$ cat src/rtl/lower_part_or_cla_adder16_xor_enc32.sv
// lower_part_or_cla_adder16_xor_enc32 : key-locked 16-bit LOA adder (4-bit OR lower part, 3x4 CLA upper part)
// Rev 1.0 -- initial release
`timescale 1ns/1ps
`default_nettype none

module lower_part_or_cla_adder16_xor_enc32 (
   input  logic        clk,
   input  logic        rst_n,
   input  logic [15:0] add1_i,
   input  logic [15:0] add2_i,
   input  logic [31:0] keyinput,
   output logic [16:0] result_o
);

   localparam logic [31:0] C_KC = 32'h1430BA8E;

   // XOR where the correct key bit is 0, XNOR where it is 1.
   function automatic logic lock_gate(input logic net, input logic key_bit, input logic kc_bit);
      lock_gate = kc_bit ? ~(net ^ key_bit) : (net ^ key_bit);
   endfunction

   logic [3:0]  low_sum;
   logic        c4;
   logic [15:4] p_raw;
   logic [15:4] g_raw;
   logic [15:4] p;
   logic [15:4] g;
   logic [15:4] carry;
   logic [2:0]  gg;
   logic [2:0]  gp;
   logic        c8;
   logic        c12;
   logic        c16;
   logic [15:4] carry_lk;
   logic [15:4] sum_hi;
   logic [16:0] result_d;
   logic [16:0] result_q;

   genvar gi;

   generate
      for (gi = 0; gi < 4; gi++) begin : g_low
         assign low_sum[gi] = lock_gate(add1_i[gi] | add2_i[gi], keyinput[gi], C_KC[gi]);
      end
   endgenerate

   assign c4    = lock_gate(add1_i[3] & add2_i[3], keyinput[4], C_KC[4]);
   assign p_raw = add1_i[15:4] ^ add2_i[15:4];
   assign g_raw = add1_i[15:4] & add2_i[15:4];

   assign p[7:4] = p_raw[7:4];
   assign g[7:4] = g_raw[7:4];

   generate
      for (gi = 8; gi < 14; gi++) begin : g_lock_pg_mid
         assign p[gi] = lock_gate(p_raw[gi], keyinput[gi + 2], C_KC[gi + 2]);
         assign g[gi] = lock_gate(g_raw[gi], keyinput[gi + 8], C_KC[gi + 8]);
      end
      for (gi = 14; gi < 16; gi++) begin : g_lock_pg_top
         assign p[gi] = lock_gate(p_raw[gi], keyinput[gi + 8],  C_KC[gi + 8]);
         assign g[gi] = lock_gate(g_raw[gi], keyinput[gi + 10], C_KC[gi + 10]);
      end
   endgenerate

   // Full lookahead inside each 4-bit group; group carry-in is the unlocked carry.
   generate
      for (gi = 0; gi < 3; gi++) begin : g_group
         localparam int B = 4 + 4 * gi;
         assign carry[B + 1] = g[B]
                             | (p[B] & carry[B]);
         assign carry[B + 2] = g[B + 1]
                             | (p[B + 1] & g[B])
                             | (p[B + 1] & p[B] & carry[B]);
         assign carry[B + 3] = g[B + 2]
                             | (p[B + 2] & g[B + 1])
                             | (p[B + 2] & p[B + 1] & g[B])
                             | (p[B + 2] & p[B + 1] & p[B] & carry[B]);
         assign gg[gi] = g[B + 3]
                       | (p[B + 3] & g[B + 2])
                       | (p[B + 3] & p[B + 2] & g[B + 1])
                       | (p[B + 3] & p[B + 2] & p[B + 1] & g[B]);
         assign gp[gi] = &p[B + 3:B];
      end
   endgenerate

   assign c8  = gg[0] | (gp[0] & c4);
   assign c12 = gg[1] | (gp[1] & gg[0]) | (gp[1] & gp[0] & c4);
   assign c16 = gg[2] | (gp[2] & gg[1]) | (gp[2] & gp[1] & gg[0])
              | (gp[2] & gp[1] & gp[0] & c4);

   assign carry[4]  = c4;
   assign carry[8]  = c8;
   assign carry[12] = c12;

   // Locked carries only reach their own sum bit; the lookahead above uses the raw ones.
   always_comb begin
      carry_lk     = carry;
      carry_lk[5]  = lock_gate(carry[5], keyinput[6], C_KC[6]);
      carry_lk[6]  = lock_gate(carry[6], keyinput[7], C_KC[7]);
      carry_lk[7]  = lock_gate(carry[7], keyinput[8], C_KC[8]);
      carry_lk[8]  = lock_gate(lock_gate(carry[8], keyinput[5], C_KC[5]), keyinput[9], C_KC[9]);
      carry_lk[12] = lock_gate(carry[12], keyinput[26], C_KC[26]);
   end

   always_comb begin
      sum_hi = p ^ carry_lk;
      for (int i = 12; i < 16; i++) begin
         sum_hi[i] = lock_gate(p[i] ^ carry_lk[i], keyinput[i + 16], C_KC[i + 16]);
      end
   end

   always_comb begin
      result_d        = '0;
      result_d[3:0]   = low_sum;
      result_d[15:4]  = sum_hi;
      result_d[16]    = lock_gate(c16, keyinput[27], C_KC[27]);
   end

   always_ff @(posedge clk or negedge rst_n) begin
      if (!rst_n) begin
         result_q <= '0;
      end else begin
         result_q <= result_d;
      end
   end

   assign result_o = result_q;

endmodule

`default_nettype wire

$ cat config.mk
export PLATFORM = sky130hd
export DESIGN_NAME = lower_part_or_cla_adder16_xor_enc32
export DESIGN_NICKNAME = d
export VERILOG_FILES = /design/src/rtl/lower_part_or_cla_adder16_xor_enc32.sv
export SDC_FILE = /design/constraint.sdc
export NUM_CORES = 1
export LEC_CHECK = 0
export ABC_AREA = 1
export CAP_MARGIN = 20
export CORE_MARGIN = 4
export CORE_UTILIZATION = 39
export CTS_CLUSTER_DIAMETER = 40
export DETAILED_ROUTE_END_ITERATION = 10
export PLACE_DENSITY_LB_ADDON = 0.25
export SLEW_MARGIN = 30
export SYNTH_ARGS = -nofsm -noshare
export SYNTH_HDL_FRONTEND = slang
export SYNTH_SLANG_ARGS = --single-unit
$ cat constraint.sdc
create_clock -name clk -period 0.8 [get_ports clk]
set_clock_uncertainty 0.1 [all_clocks]
set_input_delay 0.16 -clock clk [delete_from_list [all_inputs] [get_ports clk]]
set_output_delay 0.16 -clock clk [all_outputs]
set_load 0.03 [all_outputs]
* Word level (Yosys, flattened, before mapping)
Cells that the tools add are included.
W data, S select, Z words.
** Storage, ports and cells
- Register bits :: 17
- Input port bits :: 66
- Logic and storage cells :: 145
** Cells by class
- Bitwise logic cells :: 141
- Reduce and logical (&&, ||, !) cells :: 3
** Operator list (count)
- $and A1 B1 Y1 :: 52
- $or A1 B1 Y1 :: 37
- $xor A1 B1 Y1 :: 36
- $not A1 Y1 :: 13
- $and A12 B12 Y12 :: 1
- $reduce_and A4 Y1 :: 3
- $xor A12 B12 Y12 :: 1
- $xor A8 B8 Y8 :: 1

* Logic depth before layout (Yosys ltp)
- Depth after elaboration :: 14
- Mapped depth :: 13

* Least setup slack after synthesis
No wires, ideal clock.
- Path type :: input -> register
- From :: input add1_i[7]
- To :: register result_q[13], in the netlist result_o[13]
- Library setup time :: 0.113 ns
- Arrival time :: 1.225 ns
- Required time :: 0.587 ns
- Slack :: -0.638 ns
- Stages :: 11
- Buffers on the path :: 0
- Path through :: ha_1 -> nand2_2 -> inv_1 -> a21oi_4 -> nand2_4 -> nand2_4 -> nand3_4 -> nand2_2 -> nand3_1 -> nand2_1 -> inv_1
** On the way
- Cells in the longest elaborated chain, start to end :: 12
- Elaborated cells on any way between the ends :: 20
- Classes of those cells :: bitwise: 19; reduce/logical: 1
** RTL lines
- start: declaration :: RTL line 9 : input logic [15:0] add1_i,
- $xor A12 B12 Y12 :: RTL line 48 : assign p_raw = add1_i[15:4] ^ add2_i[15:4];
- $and A1 B1 Y1, on equally long branches :: RTL line 79, 80, 81
- $or A1 B1 Y1 (tied with other cells) :: RTL line 79 : | (p[B + 3] & g[B + 2])
- $or A1 B1 Y1 or $and A1 B1 Y1 (tied branches) :: RTL line 80, 81
- $or A1 B1 Y1 :: RTL line 81 : | (p[B + 3] & p[B + 2] & p[B + 1] & g[B]);
- $and A1 B1 Y1 :: RTL line 87 : assign c12 = gg[1] | (gp[1] & gg[0]) | (gp[1] & gp[0] & c4);
- $or A1 B1 Y1 :: RTL line 87
- $or A1 B1 Y1 (*) :: RTL line 87
- $and A1 B1 Y1 (*) :: RTL line 70 : | (p[B] & carry[B]);
- $or A1 B1 Y1 (*) :: RTL line 70
- $xor A1 B1 Y1 (*) :: RTL line 108 : sum_hi[i] = lock_gate(p[i] ^ carry_lk[i], keyinput[i + 16], C_KC[i + 16]);
- $xor A1 B1 Y1 (*) :: RTL line 19 : lock_gate = kc_bit ? ~(net ^ key_bit) : (net ^ key_bit);
- via result_d[13] :: RTL line 36 : logic [16:0] result_d;
- end signal: assignment :: RTL line 123 : result_q <= result_d;
- end: declaration :: RTL line 37 : logic [16:0] result_q;
The timed path passes the listed nets; every way through them passes the cells marked *.

* Worst setup path in the final report
- From :: input add1_i[7]
- To :: register result_q[12], in the netlist result_o[12]
** On the way
- Cells in the longest elaborated chain, start to end :: 13
- Elaborated cells on any way between the ends :: 21
- Classes of those cells :: bitwise: 20; reduce/logical: 1
** RTL lines (RTL line)
- $xor A12 B12 Y12 :: 48
- $and A1 B1 Y1, on equally long branches :: 79, 80, 81
- $or A1 B1 Y1 (tied with other cells) :: 79
- $or A1 B1 Y1 or $and A1 B1 Y1 (tied branches) :: 80, 81
- $or A1 B1 Y1 :: 81
- $and A1 B1 Y1 :: 87
- $or A1 B1 Y1 :: 87
- $or A1 B1 Y1 (*) :: 87
- $xor A1 B1 Y1 (*)
- $not A1 Y1 (*) :: 19
- $xor A1 B1 Y1 (*) :: 108
- $xor A1 B1 Y1 (*)
- $not A1 Y1 (*) :: 19
- via result_d[12] :: 36
Marked as above.

==> flow_summary_export.csv <==
group,metric,value,unit
drt,first_pass_iters,4,
clock_network,cts_sinks,17,
critical_path,crit_required,0.84,ns
drt,drt_iter0_drc,75,
synthesis,ys_ff_latch,17,
floorplan,rows,22,
global_route,antenna_found_initial,0,
final_layout,design_area,0.00312,mm^2
final_layout,fin_cells,368,
timing,relSlewSlack,81.0,%
timing,worst_pin_slew,0.283,ns
final_layout,largest_reg_flops,17,
synthesis,syn_avg_cell_area,7.60,um^2
final_layout,layout-drive-gt1-share,56.6,%
clock_network,cts_root_buffer,"clkbuf_8",
run_status,outcome,"finished, violations left",
pwr,finalPower,4.64,mW
drt,wire_per_inst,14.5,um
final_layout,regArea,425,um^2
clock_network,cts.reportedPaths.clkPinSlew,0.07,ns
clock_network,htree_num_levels,1,
final_layout,antenna_cells,0,
place,place_hpwl,3.29,mm
floorplan,io_pins,83,
timing,rsz0062_at_grt,"yes",
timing,fin_worst_hold_slack,0.108,ns
timing,drv_slew,0,
timing,setup-violations-final,30,
timing,period_minus_slack,1.43,ns
timing,fin_tns_setup,-9.88,ns
timing,worst_slack,-0.628,ns
synthesis,yosys.area.top_type,"dfrtp_1",
clock_network,cts_buffers,3,
floorplan,core_area,0.00369,mm^2
drt,drc,0,
synthesis,synth_area,0.00151,mm^2
synthesis,seq_area_frac_synth,28.3,%
synthesis,synthTopCellsByArea,"dfrtp_1, nand2_1, ha_1, inv_1, xnor2_1",
timing,clock.fmax,0.700,GHz
global_route,grt_pass1_vias,1673,
place,place_area,0.00264,mm^2
clock_network,cts_tree,"built",
final_layout,multiInputGateArea,0.00138,mm^2
drt,vias_per_cell,4.73,
global_route,globalRouteTotalUtil,17.7,%
critical_path,cp-start-kind,"input pin",
clock_network,cts.path.max_buffers,2,
critical_path,cp-end-kind,"flip-flop",
place,place_inst,348,
floorplan,dieArea,0.00492,mm^2
critical_path,arrival,1.47,ns
critical_path,cp_max_fo,5,
drt,num_vias,1742,
synthesis,yosysWarnings,0,
synthesis,postSynthCellCount,198,
place,gp_congestion,0.776,
final_layout,area_delta_synth_final,107,%
floorplan,fp.dieW,70.1,um
run_status,violations,"setup timing",
final_layout,final_common_cell,"buf_6",
final_layout,fillers,212,
synthesis,synthDistinctLibCells,25,
global_route,grt_pass1_wl,7.11,mm
job,cap_violations,0,
timing,period_share,179,%
pwr,powerDensity,1490,mW/mm^2
timing,hold_viol_final,0,
final_layout,fin_nets,400,
critical_path,crit_type,"in -> reg",
global_route,overflow,0,
worst_hold_path,hold_path_class,"in -> async",
place,port_buffers,82,
synthesis,syn-num-nets,277,
pwr,p_leak,1.54,nW
pwr,irDropWorstVdd,0.000745,V
final_layout,layout_common_cells,"buf_6, buf_4, nand2_2",
drt,ant_nets,0,
floorplan,start_util,40.8,%
drt,drt_wl_total,5.32,mm
floorplan,die_y,70.1,um
synthesis,synth_top_cell_area_share,28.3,%
global_route,grt_max_degree,11,
[worst max path at each step]
stage,end,slack (ns),start,cells after the start
final,result_o[12],-0.63,add1_i[7],12
after detailed placement,result_o[12],-1.16,add1_i[9],14
after global routing,result_o[12],-0.70,add1_i[6],12
after global placement,result_o[12],-1.10,add1_i[5],12
after CTS,result_o[12],-0.49,add2_i[9],14
after floorplan,result_o[13],-0.56,add1_i[10],13
[metrics by stage]
| stage | setup WS [ns] | utilization [%] |
|---|---|---|
| floorplan | -0.556 | - |
| global placement | -1.10 | 71.7 |
| detailed placement | -1.16 | 71.7 |
| CTS | -0.486 | 80.0 |
| global route | -0.699 | 84.5 |
| finish | -0.628 | 84.5 |
[synth_stat cells, drive strengths merged]
| library cell | n |
|---|---|
| nand4 | 2 |
| nand3 | 11 |
| o22ai | 1 |
| a211oi | 1 |
| a31oi | 1 |
| a21oi | 4 |
| xor2 | 15 |
| nand2 | 65 |
| inv | 37 |
| fa | 1 |
| xnor2 | 14 |
| ha | 12 |
| nor2 | 14 |
| o21bai | 1 |
| dfrtp | 17 |
| and2 | 1 |
| nor3 | 1 |
[critical path: stages]
cell and delay, ns:
buf_2 0.12, ha_4 0.23, nand2_4 0.07, inv_2 0.05, a21oi_4 0.16, nand2_4 0.10
nand2_4 0.08, nand4_1 0.16, nand2_2 0.13, nand2_1 0.08, nand2_1 0.09, inv_1 0.04
[power by group]
part,internal [mW],total [mW],switching [mW]
logic,1.39,2.85,1.46
clock network,0.353,0.643,0.290
registers,1.05,1.14,0.0974
total,2.79,4.64,1.85
[cell families (layout without fill, tap and decap cells)]
family,count (synthesis),count (layout),share of synthesized area [%]
AOI/OAI and AO/OA,8,8,3.91
buffers and inverters,37,159,9.23
adders and majority gates,13,13,11.3
and+or+nand+nor,94,94,28.9
xor gates and xnor gates,29,29,18.4
DFF,17,17,28.3
[per-layer routing]
layer	track usage, %	vias up	part of all wire (%)
met5	0	-	0
met4	4.04	0	3.0
met3	3.74	16	6.3
met2	35.0	79	55
met1	18.6	804	36
li1	-	843	-
[timing repair]
action / 4_1_cts / 5_1_grt
pin swaps: 65 / 30
endpoints found under the setup margin: 31 / 33
gates resized for setup: 191 / 36
hold buffers: 0 / 0
buffers inserted: 14 / 4
[layout make-up]
class | instances | share of cell area [%]
timing repair buffer | 118 | 34.2
multi-input combinational | 144 | 44.4
sequential | 17 | 13.6
clock buffer | 4 | 1.45
tap | 48 | 1.93
inverter | 37 | 4.46
Note: power is estimated with default switching activity, not from simulation.
